## src/rtl/stepper_multi_seq_pkg.sv

```systemverilog
// Shared types, phase table and index helpers for the multi-channel stepper sequencer.
package stepper_pkg;

    typedef enum logic [1:0] {
        WAVE    = 2'd0,
        FULL    = 2'd1,
        HALF    = 2'd2,
        RELEASE = 2'd3
    } mode_e;

    typedef enum logic [1:0] {
        IDLE = 2'd0,
        RUN  = 2'd1,
        HOLD = 2'd2
    } state_e;

    localparam int unsigned PHASES = 8;

    // Half-step sequence as {ina1, ina2, inb1, inb2}; odd entries energise both coils.
    localparam logic [3:0] PHASE_TABLE [PHASES] = '{
        4'b1000, 4'b1010, 4'b0010, 4'b0110,
        4'b0100, 4'b0101, 4'b0001, 4'b1001
    };

    function automatic logic [3:0] coil_bits(input logic [2:0] idx);
        return PHASE_TABLE[idx];
    endfunction

    // Wave drive lives on even entries, two-phase drive on odd entries.
    function automatic logic [2:0] align_idx(input logic [2:0] idx, input mode_e mode);
        logic [2:0] res;
        case (mode)
            WAVE:    res = idx & 3'b110;
            FULL:    res = idx | 3'b001;
            default: res = idx;
        endcase
        return res;
    endfunction

    function automatic logic [2:0] next_idx(input logic [2:0] idx, input mode_e mode,
                                            input logic dir);
        logic [2:0] delta;
        delta = (mode == HALF) ? 3'd1 : 3'd2;
        return dir ? (idx + delta) : (idx - delta);
    endfunction

endpackage

```

## src/rtl/stepper_multi_seq_if.sv

```systemverilog
// Step-command handshake bundle between the UI logic (master) and the sequencer (slave).
interface stepper_multi_seq_if #(
    parameter int unsigned NUM_CH = 2,
    parameter int unsigned STEP_W = 16
) ();
    localparam int unsigned CH_W = (NUM_CH > 1) ? $clog2(NUM_CH) : 1;

    logic                  cmd_valid;
    logic                  cmd_ready;
    logic [CH_W-1:0]       cmd_ch;
    logic [STEP_W-1:0]     cmd_steps;
    logic                  cmd_dir;
    stepper_pkg::mode_e    cmd_mode;

    modport master (
        output cmd_valid, cmd_ch, cmd_steps, cmd_dir, cmd_mode,
        input  cmd_ready
    );

    modport slave (
        input  cmd_valid, cmd_ch, cmd_steps, cmd_dir, cmd_mode,
        output cmd_ready
    );
endinterface

```

## src/rtl/stepper_multi_seq_channel.sv

```systemverilog
// One stepper channel: IDLE/RUN/HOLD FSM, tick/step/hold counters and phase index.
// STEPPER_SOFTSTART_EN stretches the first two step periods of each command (4x, 2x).
module stepper_channel
    import stepper_pkg::*;
#(
    parameter int unsigned TICKS_PER_STEP = 13500,
    parameter int unsigned HOLD_CYCLES    = 2700000,
    parameter int unsigned STEP_W         = 16
) (
    input  logic              clk,
    input  logic              reset,
    input  logic              i_accept,
    input  logic [STEP_W-1:0] i_steps,
    input  logic              i_dir,
    input  mode_e             i_mode,
    input  logic              i_stop,
    output logic [3:0]        o_coil,
    output logic              o_stanby,
    output logic              o_busy,
    output logic              o_done
);
`ifdef STEPPER_SOFTSTART_EN
    localparam int unsigned TICK_MAX = 4 * TICKS_PER_STEP;
`else
    localparam int unsigned TICK_MAX = TICKS_PER_STEP;
`endif
    localparam int unsigned TICK_W = $clog2(TICK_MAX);
    localparam int unsigned HOLD_W = (HOLD_CYCLES > 1) ? $clog2(HOLD_CYCLES) : 1;

    state_e            r_state;
    logic [2:0]        r_idx;
    mode_e             r_mode;
    logic              r_dir;
    logic [STEP_W-1:0] r_steps;
    logic [TICK_W-1:0] r_tick;
    logic [HOLD_W-1:0] r_hold;

    logic              w_tick_last;
    logic [2:0]        w_idx_align;
    logic [2:0]        w_idx_step;

    assign w_idx_align = align_idx(r_idx, i_mode);
    assign w_idx_step  = next_idx(r_idx, r_mode, r_dir);

`ifdef STEPPER_SOFTSTART_EN
    logic [1:0] r_step_num;

    // Saturating count of steps taken in the current command selects the period.
    always_ff @(posedge clk) begin
        if (reset) begin
            r_step_num <= 2'd0;
        end else if (i_accept) begin
            r_step_num <= 2'd0;
        end else if (r_state == RUN && !i_stop && w_tick_last && r_step_num != 2'd2) begin
            r_step_num <= r_step_num + 2'd1;
        end
    end

    always_comb begin
        case (r_step_num)
            2'd0:    w_tick_last = (r_tick == TICK_W'(4 * TICKS_PER_STEP - 1));
            2'd1:    w_tick_last = (r_tick == TICK_W'(2 * TICKS_PER_STEP - 1));
            default: w_tick_last = (r_tick == TICK_W'(TICKS_PER_STEP - 1));
        endcase
    end
`else
    assign w_tick_last = (r_tick == TICK_W'(TICKS_PER_STEP - 1));
`endif

    always_ff @(posedge clk) begin
        if (reset) begin
            r_state  <= IDLE;
            r_idx    <= 3'd0;
            r_mode   <= WAVE;
            r_dir    <= 1'b0;
            r_steps  <= '0;
            r_tick   <= '0;
            r_hold   <= '0;
            o_coil   <= 4'd0;
            o_stanby <= 1'b0;
            o_busy   <= 1'b0;
            o_done   <= 1'b0;
        end else begin
            o_done <= 1'b0;
            if (i_accept) begin
                // Accept only reaches a channel that is not busy (IDLE or HOLD).
                if (i_mode == RELEASE) begin
                    r_state  <= IDLE;
                    o_coil   <= 4'd0;
                    o_stanby <= 1'b0;
                    o_busy   <= 1'b0;
                end else begin
                    r_idx    <= w_idx_align;
                    r_mode   <= i_mode;
                    r_dir    <= i_dir;
                    r_steps  <= i_steps;
                    r_tick   <= '0;
                    r_hold   <= '0;
                    o_coil   <= coil_bits(w_idx_align);
                    o_stanby <= 1'b1;
                    if (i_steps == '0) begin
                        r_state <= HOLD;
                        o_busy  <= 1'b0;
                        o_done  <= 1'b1;
                    end else begin
                        r_state <= RUN;
                        o_busy  <= 1'b1;
                    end
                end
            end else begin
                case (r_state)
                    RUN: begin
                        if (i_stop) begin
                            r_state <= HOLD;
                            r_hold  <= '0;
                            o_busy  <= 1'b0;
                            o_done  <= 1'b1;
                        end else if (w_tick_last) begin
                            r_tick  <= '0;
                            r_idx   <= w_idx_step;
                            o_coil  <= coil_bits(w_idx_step);
                            r_steps <= r_steps - STEP_W'(1);
                            if (r_steps == STEP_W'(1)) begin
                                r_state <= HOLD;
                                r_hold  <= '0;
                                o_busy  <= 1'b0;
                                o_done  <= 1'b1;
                            end
                        end else begin
                            r_tick <= r_tick + TICK_W'(1);
                        end
                    end
                    HOLD: begin
                        if (r_hold == HOLD_W'(HOLD_CYCLES - 1)) begin
                            r_state  <= IDLE;
                            o_coil   <= 4'd0;
                            o_stanby <= 1'b0;
                        end else begin
                            r_hold <= r_hold + HOLD_W'(1);
                        end
                    end
                    default: ;
                endcase
            end
        end
    end

endmodule

```

## src/rtl/stepper_multi_seq.sv

```systemverilog
// Multi-channel stepper sequencer top: command decode, per-channel engines, shared VREF PWM.
// Optional STEPPER_SOFTSTART_EN enables soft-start step periods inside each channel.
module stepper_multi_seq
    import stepper_pkg::*;
#(
    parameter int unsigned NUM_CH         = 2,
    parameter int unsigned TICKS_PER_STEP = 13500,
    parameter int unsigned HOLD_CYCLES    = 2700000,
    parameter int unsigned STEP_W         = 16
) (
    input  logic                  clk,
    input  logic                  reset,
    stepper_multi_seq_if.slave    cmd,
    input  logic [NUM_CH-1:0]     stop,
    input  logic [4*NUM_CH-1:0]   vref_level,
    output logic [NUM_CH-1:0]     ina1,
    output logic [NUM_CH-1:0]     ina2,
    output logic [NUM_CH-1:0]     inb1,
    output logic [NUM_CH-1:0]     inb2,
    output logic [NUM_CH-1:0]     stanby,
    output logic [NUM_CH-1:0]     vref_pwm,
    output logic [NUM_CH-1:0]     busy,
    output logic [NUM_CH-1:0]     done
);
    localparam int unsigned CH_W = (NUM_CH > 1) ? $clog2(NUM_CH) : 1;
    localparam int unsigned CH_N = 1 << CH_W;

    logic [3:0]        r_pwm_cnt;
    logic              w_ch_ok;
    logic [CH_N-1:0]   w_busy_pad;
    logic [CH_N-1:0]   w_stop_pad;
    logic [NUM_CH-1:0] w_accept;

    always_ff @(posedge clk) begin
        if (reset) begin
            r_pwm_cnt <= 4'd0;
        end else begin
            r_pwm_cnt <= r_pwm_cnt + 4'd1;
        end
    end

    // Padded copies keep the channel select in range for non power-of-two NUM_CH.
    assign w_busy_pad    = CH_N'(busy);
    assign w_stop_pad    = CH_N'(stop);
    assign w_ch_ok       = ({1'b0, cmd.cmd_ch} < (CH_W + 1)'(NUM_CH));
    assign cmd.cmd_ready = w_ch_ok && !w_busy_pad[cmd.cmd_ch] && !w_stop_pad[cmd.cmd_ch];

    for (genvar c = 0; c < NUM_CH; c++) begin : g_ch
        logic [3:0] w_coil;

        assign w_accept[c] = cmd.cmd_valid && cmd.cmd_ready && (cmd.cmd_ch == CH_W'(c));

        stepper_channel #(
            .TICKS_PER_STEP (TICKS_PER_STEP),
            .HOLD_CYCLES    (HOLD_CYCLES),
            .STEP_W         (STEP_W)
        ) u_ch (
            .clk      (clk),
            .reset    (reset),
            .i_accept (w_accept[c]),
            .i_steps  (cmd.cmd_steps),
            .i_dir    (cmd.cmd_dir),
            .i_mode   (cmd.cmd_mode),
            .i_stop   (stop[c]),
            .o_coil   (w_coil),
            .o_stanby (stanby[c]),
            .o_busy   (busy[c]),
            .o_done   (done[c])
        );

        assign ina1[c]     = w_coil[3];
        assign ina2[c]     = w_coil[2];
        assign inb1[c]     = w_coil[1];
        assign inb2[c]     = w_coil[0];
        assign vref_pwm[c] = (r_pwm_cnt < vref_level[4*c +: 4]) && stanby[c];
    end

endmodule

```

## src/flat_wrapper.sv

```systemverilog
// flat-port wrapper written by rule: the top's interface ports become plain ports
module stepper_multi_seq_flat import stepper_pkg::*;
#(
    parameter int unsigned NUM_CH         = 2,
    parameter int unsigned TICKS_PER_STEP = 13500,
    parameter int unsigned HOLD_CYCLES    = 2700000,
    parameter int unsigned STEP_W         = 16
)
  (clk, reset, stop, vref_level, ina1, ina2, inb1, inb2, stanby, vref_pwm, busy, done, cmd_cmd_valid, cmd_cmd_ch, cmd_cmd_steps, cmd_cmd_dir, cmd_cmd_mode, cmd_cmd_ready);
  stepper_multi_seq_if #(.NUM_CH(NUM_CH), .STEP_W(STEP_W)) cmd_i ();
  input  logic clk;
  input  logic reset;
  input  logic [NUM_CH-1:0] stop;
  input  logic [4*NUM_CH-1:0] vref_level;
  output logic [NUM_CH-1:0] ina1;
  output logic [NUM_CH-1:0] ina2;
  output logic [NUM_CH-1:0] inb1;
  output logic [NUM_CH-1:0] inb2;
  output logic [NUM_CH-1:0] stanby;
  output logic [NUM_CH-1:0] vref_pwm;
  output logic [NUM_CH-1:0] busy;
  output logic [NUM_CH-1:0] done;
  input wire logic [$bits(cmd_i.cmd_valid)-1:0] cmd_cmd_valid;
  input wire logic [$bits(cmd_i.cmd_ch)-1:0] cmd_cmd_ch;
  input wire logic [$bits(cmd_i.cmd_steps)-1:0] cmd_cmd_steps;
  input wire logic [$bits(cmd_i.cmd_dir)-1:0] cmd_cmd_dir;
  input wire logic [$bits(cmd_i.cmd_mode)-1:0] cmd_cmd_mode;
  output wire logic [$bits(cmd_i.cmd_ready)-1:0] cmd_cmd_ready;
  assign cmd_i.cmd_valid = cmd_cmd_valid;
  assign cmd_i.cmd_ch = cmd_cmd_ch;
  assign cmd_i.cmd_steps = cmd_cmd_steps;
  assign cmd_i.cmd_dir = cmd_cmd_dir;
  assign cmd_i.cmd_mode = cmd_cmd_mode;
  assign cmd_cmd_ready = cmd_i.cmd_ready;
  stepper_multi_seq #(.NUM_CH(NUM_CH), .TICKS_PER_STEP(TICKS_PER_STEP), .HOLD_CYCLES(HOLD_CYCLES), .STEP_W(STEP_W)) u_core (.clk(clk), .reset(reset), .cmd(cmd_i), .stop(stop), .vref_level(vref_level), .ina1(ina1), .ina2(ina2), .inb1(inb1), .inb2(inb2), .stanby(stanby), .vref_pwm(vref_pwm), .busy(busy), .done(done));
endmodule
```

## config.mk

```make
export PLATFORM = sky130hd
export DESIGN_NAME = stepper_multi_seq_flat
export DESIGN_NICKNAME = d
export VERILOG_FILES = /design/src/rtl/stepper_multi_seq_pkg.sv /design/src/rtl/stepper_multi_seq_if.sv /design/src/rtl/stepper_multi_seq_channel.sv /design/src/rtl/stepper_multi_seq.sv /design/src/flat_wrapper.sv
export SDC_FILE = /design/constraint.sdc
export NUM_CORES = 1
export LEC_CHECK = 0
export ABC_AREA = 1
export CAP_MARGIN = 20
export CORE_ASPECT_RATIO = 0.8
export CORE_MARGIN = 1.5
export CORE_UTILIZATION = 50
export CTS_CLUSTER_SIZE = 28
export DETAILED_ROUTE_END_ITERATION = 8
export PLACE_DENSITY = 0.66
export SLEW_MARGIN = 20
export SYNTH_ARGS = -nofsm -noshare
export SYNTH_HDL_FRONTEND = slang
export SYNTH_SLANG_ARGS = --single-unit
export TNS_END_PERCENT = 5
```

## constraint.sdc

```tcl
create_clock -name clk -period 1.9 [get_ports clk]
set_input_delay 0.38 -clock clk [delete_from_list [all_inputs] [get_ports clk]]
set_output_delay 0.38 -clock clk [all_outputs]
set_load 0.005 [all_outputs]
```

==> metrics.yaml <==
finish:
  area_delta_synth_final_pct: 25.1
  nets: 1672
  seqCellArea_sq_mm: 0.00277
  fillers: 1638
  layout-drive-gt1-share: 0.146
  multi_input_area_sq_mm: 0.00538
  n_antenna_cell: 0
  final_area_sq_mm: 0.0111
clock_tree:
  clock_latency_ns: 0.43
  cts_buffer_depth: 2
  htree_levels: 4
  clk_pin_slew_ns: 0.06
  cts.sinks: 138
  hold_buffers: 0
  root_buffer: "clkbuf_16"
  numCtsBuffers: 17
  cts_tree: "yes"
place:
  port-buffer-count: 49
  dpl_cell_area_sq_mm: 0.0105
  place_congestion: 0.948
  hpwl_mm: 18.7
route:
  ant_nets: 0
  drc: 0
  vias: 9628
  firstDrtPassIters: 5
  drt_iter0_drc: 822
  wl_per_cell_microns: 13.4
  routed_wl_mm: 24.8
  via_per_inst: 5.18
yosys:
  yosysUniqueCellTypes: 49
  postSynth.asyncResetShare: 0
  syn_area_per_cell_sq_um: 6.10
  synth_edf_count: 0
  synth_top_cell_area_share: 0.311
  yosys_warnings: 0
  syn-num-nets: 1507
  synthesis.area_sq_mm: 0.00888
  yosys.area.top_type: "dfxtp_1"
  yosysMostFrequentCell: "nand2_1"
  yosys-top-cells-area: "dfxtp_1 (31%), nand2_1 (16%), nor2_1 (11%), inv_1 (6.8%), nand3_1 (6.8%)"
  yosys_most_used_dff: "dfxtp_1"
  synth_seq_area_share: 0.311
  syn_inst: 1455
  ys_ff_latch: 138
  ys_top_cells_by_count: "nand2_1 (372), nor2_1 (270), inv_1 (160), dfxtp_1 (138), nand3_1 (120)"
power_and_ir_drop:
  peakVddDrop_mv: 0.548
  leakagePower_nw: 4.92
  powerDensity_mw_per_mm2: 657
worst_setup_path:
  critPathLaunch: "u_core.r_pwm_cnt[1]"
  crit_type: "reg2out"
  critPathArrivalTime_ns: 1.59
  r2r_end: "u_core.g_ch[1].u_ch.o_coil[0]"
  slowest_delay_ns: 0.37
  ff2ff_path_depth: 9
  path_max_fanout: 3
  crit_end: "vref_pwm[0]"
  regToRegStartpoint: "u_core.g_ch[1].u_ch.r_mode[1]"
  crit_chain: "ha_4, a21boi_2, o211ai_1, and3_1, buf_2"
  worst_path_max_delay_cell: "dfxtp_4"
  reg2reg_slack_ns: 0.05
  cp.required_ns: 1.52
  cp.depth: 5
  crit_buf_inv: 1
  end_kind: "output port"
  cp-start-kind: "flip-flop"
  cp_top_family: "flip-flops"
global_routing:
  grt_usage: 0.272
  overflow: 0
  grt_pass1_vias: 8531
  grt_pass1_wl_mm: 41.2
  grt_max_degree: 41
  antenna_found_initial: 0
die:
  start_util: 0.511
  rows: 43
  die_w_microns: 152
  fp.dieArea_sq_mm: 0.0186
  die_h_microns: 122
  fp.coreArea_sq_mm: 0.0174
  ios: 50
worst_hold_path:
  hp-class: "in2reg"
timing:
  skew_ns: 0.0136
  fmax_mhz: 508
  fin_crit_ns: 1.97
  hold_ws_ns: 0.351
  tightest_slew_ns: 0.473
  final_max_slew_viol_count: 0
  timing.final.crit_share: 1.04
  setup_viol: 2
  finalWorstSetupSlack_ns: -0.0674
  grt_setup_unrepaired: "true"
  finalHoldViolCount: 0
  relSlewSlack: 0.685
run_status:
  violations: "setup timing"
  status: "complete, but fails checks"
job:
  maxCapViolCount: 0
## per-stage QoR
| stage | power [mW] | instances | worst slack, ns | TNS, ns | util |
|---|---|---|---|---|---|
| floorplan | 3.78 | 1455 | 0.149 | 0 | - |
| global placement | 4.27 | 1825 | -0.547 | -24.69 | 0.603 |
| detailed placement | 4.28 | 1825 | -0.550 | -28.68 | 0.603 |
| CTS | 7.33 | 1857 | -0.112 | -0.223 | 0.634 |
| global route | 7.63 | 1857 | -0.143 | -0.351 | 0.640 |
| finish | 7.30 | 1857 | -0.0674 | -0.111 | 0.640 |
## cell families (layout without fill, tap and decap cells)
family	count (synthesis)	count (layout)	synth area share
mux	1	1	0.00113
compound gates	209	209	0.127
fa+ha+maj	19	19	0.0285
simple gates	864	864	0.420
flops	138	138	0.311
xor+xnor	18	18	0.0178
buf+inv	206	383	0.0952
## worst register-to-register path: stages (launching register included)
cell     delay, ns
dfxtp_1       0.30
inv_1         0.05
nor2_2        0.12
ha_1          0.18
fa_1          0.42
or2_2         0.32
nand2_1       0.07
nand2_1       0.08
o21ai_1       0.15
nor2_1        0.05
## cell usage in the layout, fill, tap and decap left out, types with 5 or more instances in the layout
master | synthesis | final
inv_1 | 160 | 158
a21oi_1 | 77 | 76
xor2_1 | 14 | 13
nor2_1 | 270 | 263
o21ai_0 | 82 | 79
nand4_1 | 27 | 27
buf_4 | 10 | 132
nor2_2 | 4 | 10
or2_2 | 12 | 12
o211ai_1 | 9 | 9
nand2_1 | 372 | 372
o21ai_1 | 22 | 25
nand3_1 | 120 | 119
nor3_1 | 21 | 20
ha_1 | 17 | 12
clkbuf_16 | 0 | 17
nand2_4 | 5 | 5
dfxtp_1 | 138 | 136
inv_2 | 6 | 8
nor3b_1 | 8 | 8
clkdlybuf4s50_1 | 0 | 42
clkinv_2 | 1 | 7
## state kept, by name (all words and copies together), names as in the netlist
| signal | flops |
|---|---|
| u_core.g_ch.u_ch.o_busy | 2 |
| u_core.g_ch.u_ch.o_coil | 8 |
| u_core.g_ch.u_ch.r_state | 4 |
| u_core.g_ch.u_ch.r_idx | 6 |
| u_core.g_ch.u_ch.r_hold | 44 |
| u_core.g_ch.u_ch.r_mode | 4 |
| u_core.g_ch.u_ch.o_stanby | 2 |
| u_core.g_ch.u_ch.r_steps | 32 |
| u_core.g_ch.u_ch.o_done | 2 |
| u_core.r_pwm_cnt | 4 |
| u_core.g_ch.u_ch.r_dir | 2 |
| u_core.g_ch.u_ch.r_tick | 28 |
## layout make-up
class / count / area share
well taps: 225 / 0.0253
clock inverters: 12 / 0.00698
clock buffers: 19 / 0.0408
multi-input cells: 1111 / 0.484
repair buffers: 184 / 0.137
flip-flops and latches: 138 / 0.249
inverters: 168 / 0.0571
## repair_timing
item,CTS,global route
pin swaps,7,7
buffers inserted,1,0
endpoints found under the setup margin,5,51
resized for setup,20,23
## how the worst min path moves through the flow
stage / depth (start not counted) / end / slack [ns] / startpoint
finish: 4 / u_core.g_ch[0].u_ch.r_steps[5] / 0.35 / reset
detailed placement: 2 / u_core.g_ch[1].u_ch.r_mode[0] / 0.45 / u_core.g_ch[1].u_ch.r_mode[0]
floorplan: 1 / u_core.r_pwm_cnt[0] / 0.43 / u_core.r_pwm_cnt[0]
global route: 3 / u_core.g_ch[0].u_ch.r_idx[1] / 0.37 / reset
global placement: 2 / u_core.g_ch[0].u_ch.r_mode[1] / 0.44 / u_core.g_ch[0].u_ch.r_mode[1]
CTS: 4 / u_core.g_ch[0].u_ch.r_steps[5] / 0.34 / reset
## metal layers
metal	up-vias	part of all wire	track usage
met5	-	0	0
met4	0	0.012	0.0686
met3	27	0.056	0.0494
met2	246	0.41	0.404
met1	4334	0.52	0.404
li1	5021	-	-
## report_power, final
group          internal (mW)  total (mW)  switching (mW)  leakage [nW]
clock                   1.71        3.04            1.33         0.256
sequential              2.99        3.08          0.0889          1.12
combinational          0.518        1.18           0.660          3.54
Power figures use the tool's default switching activity.
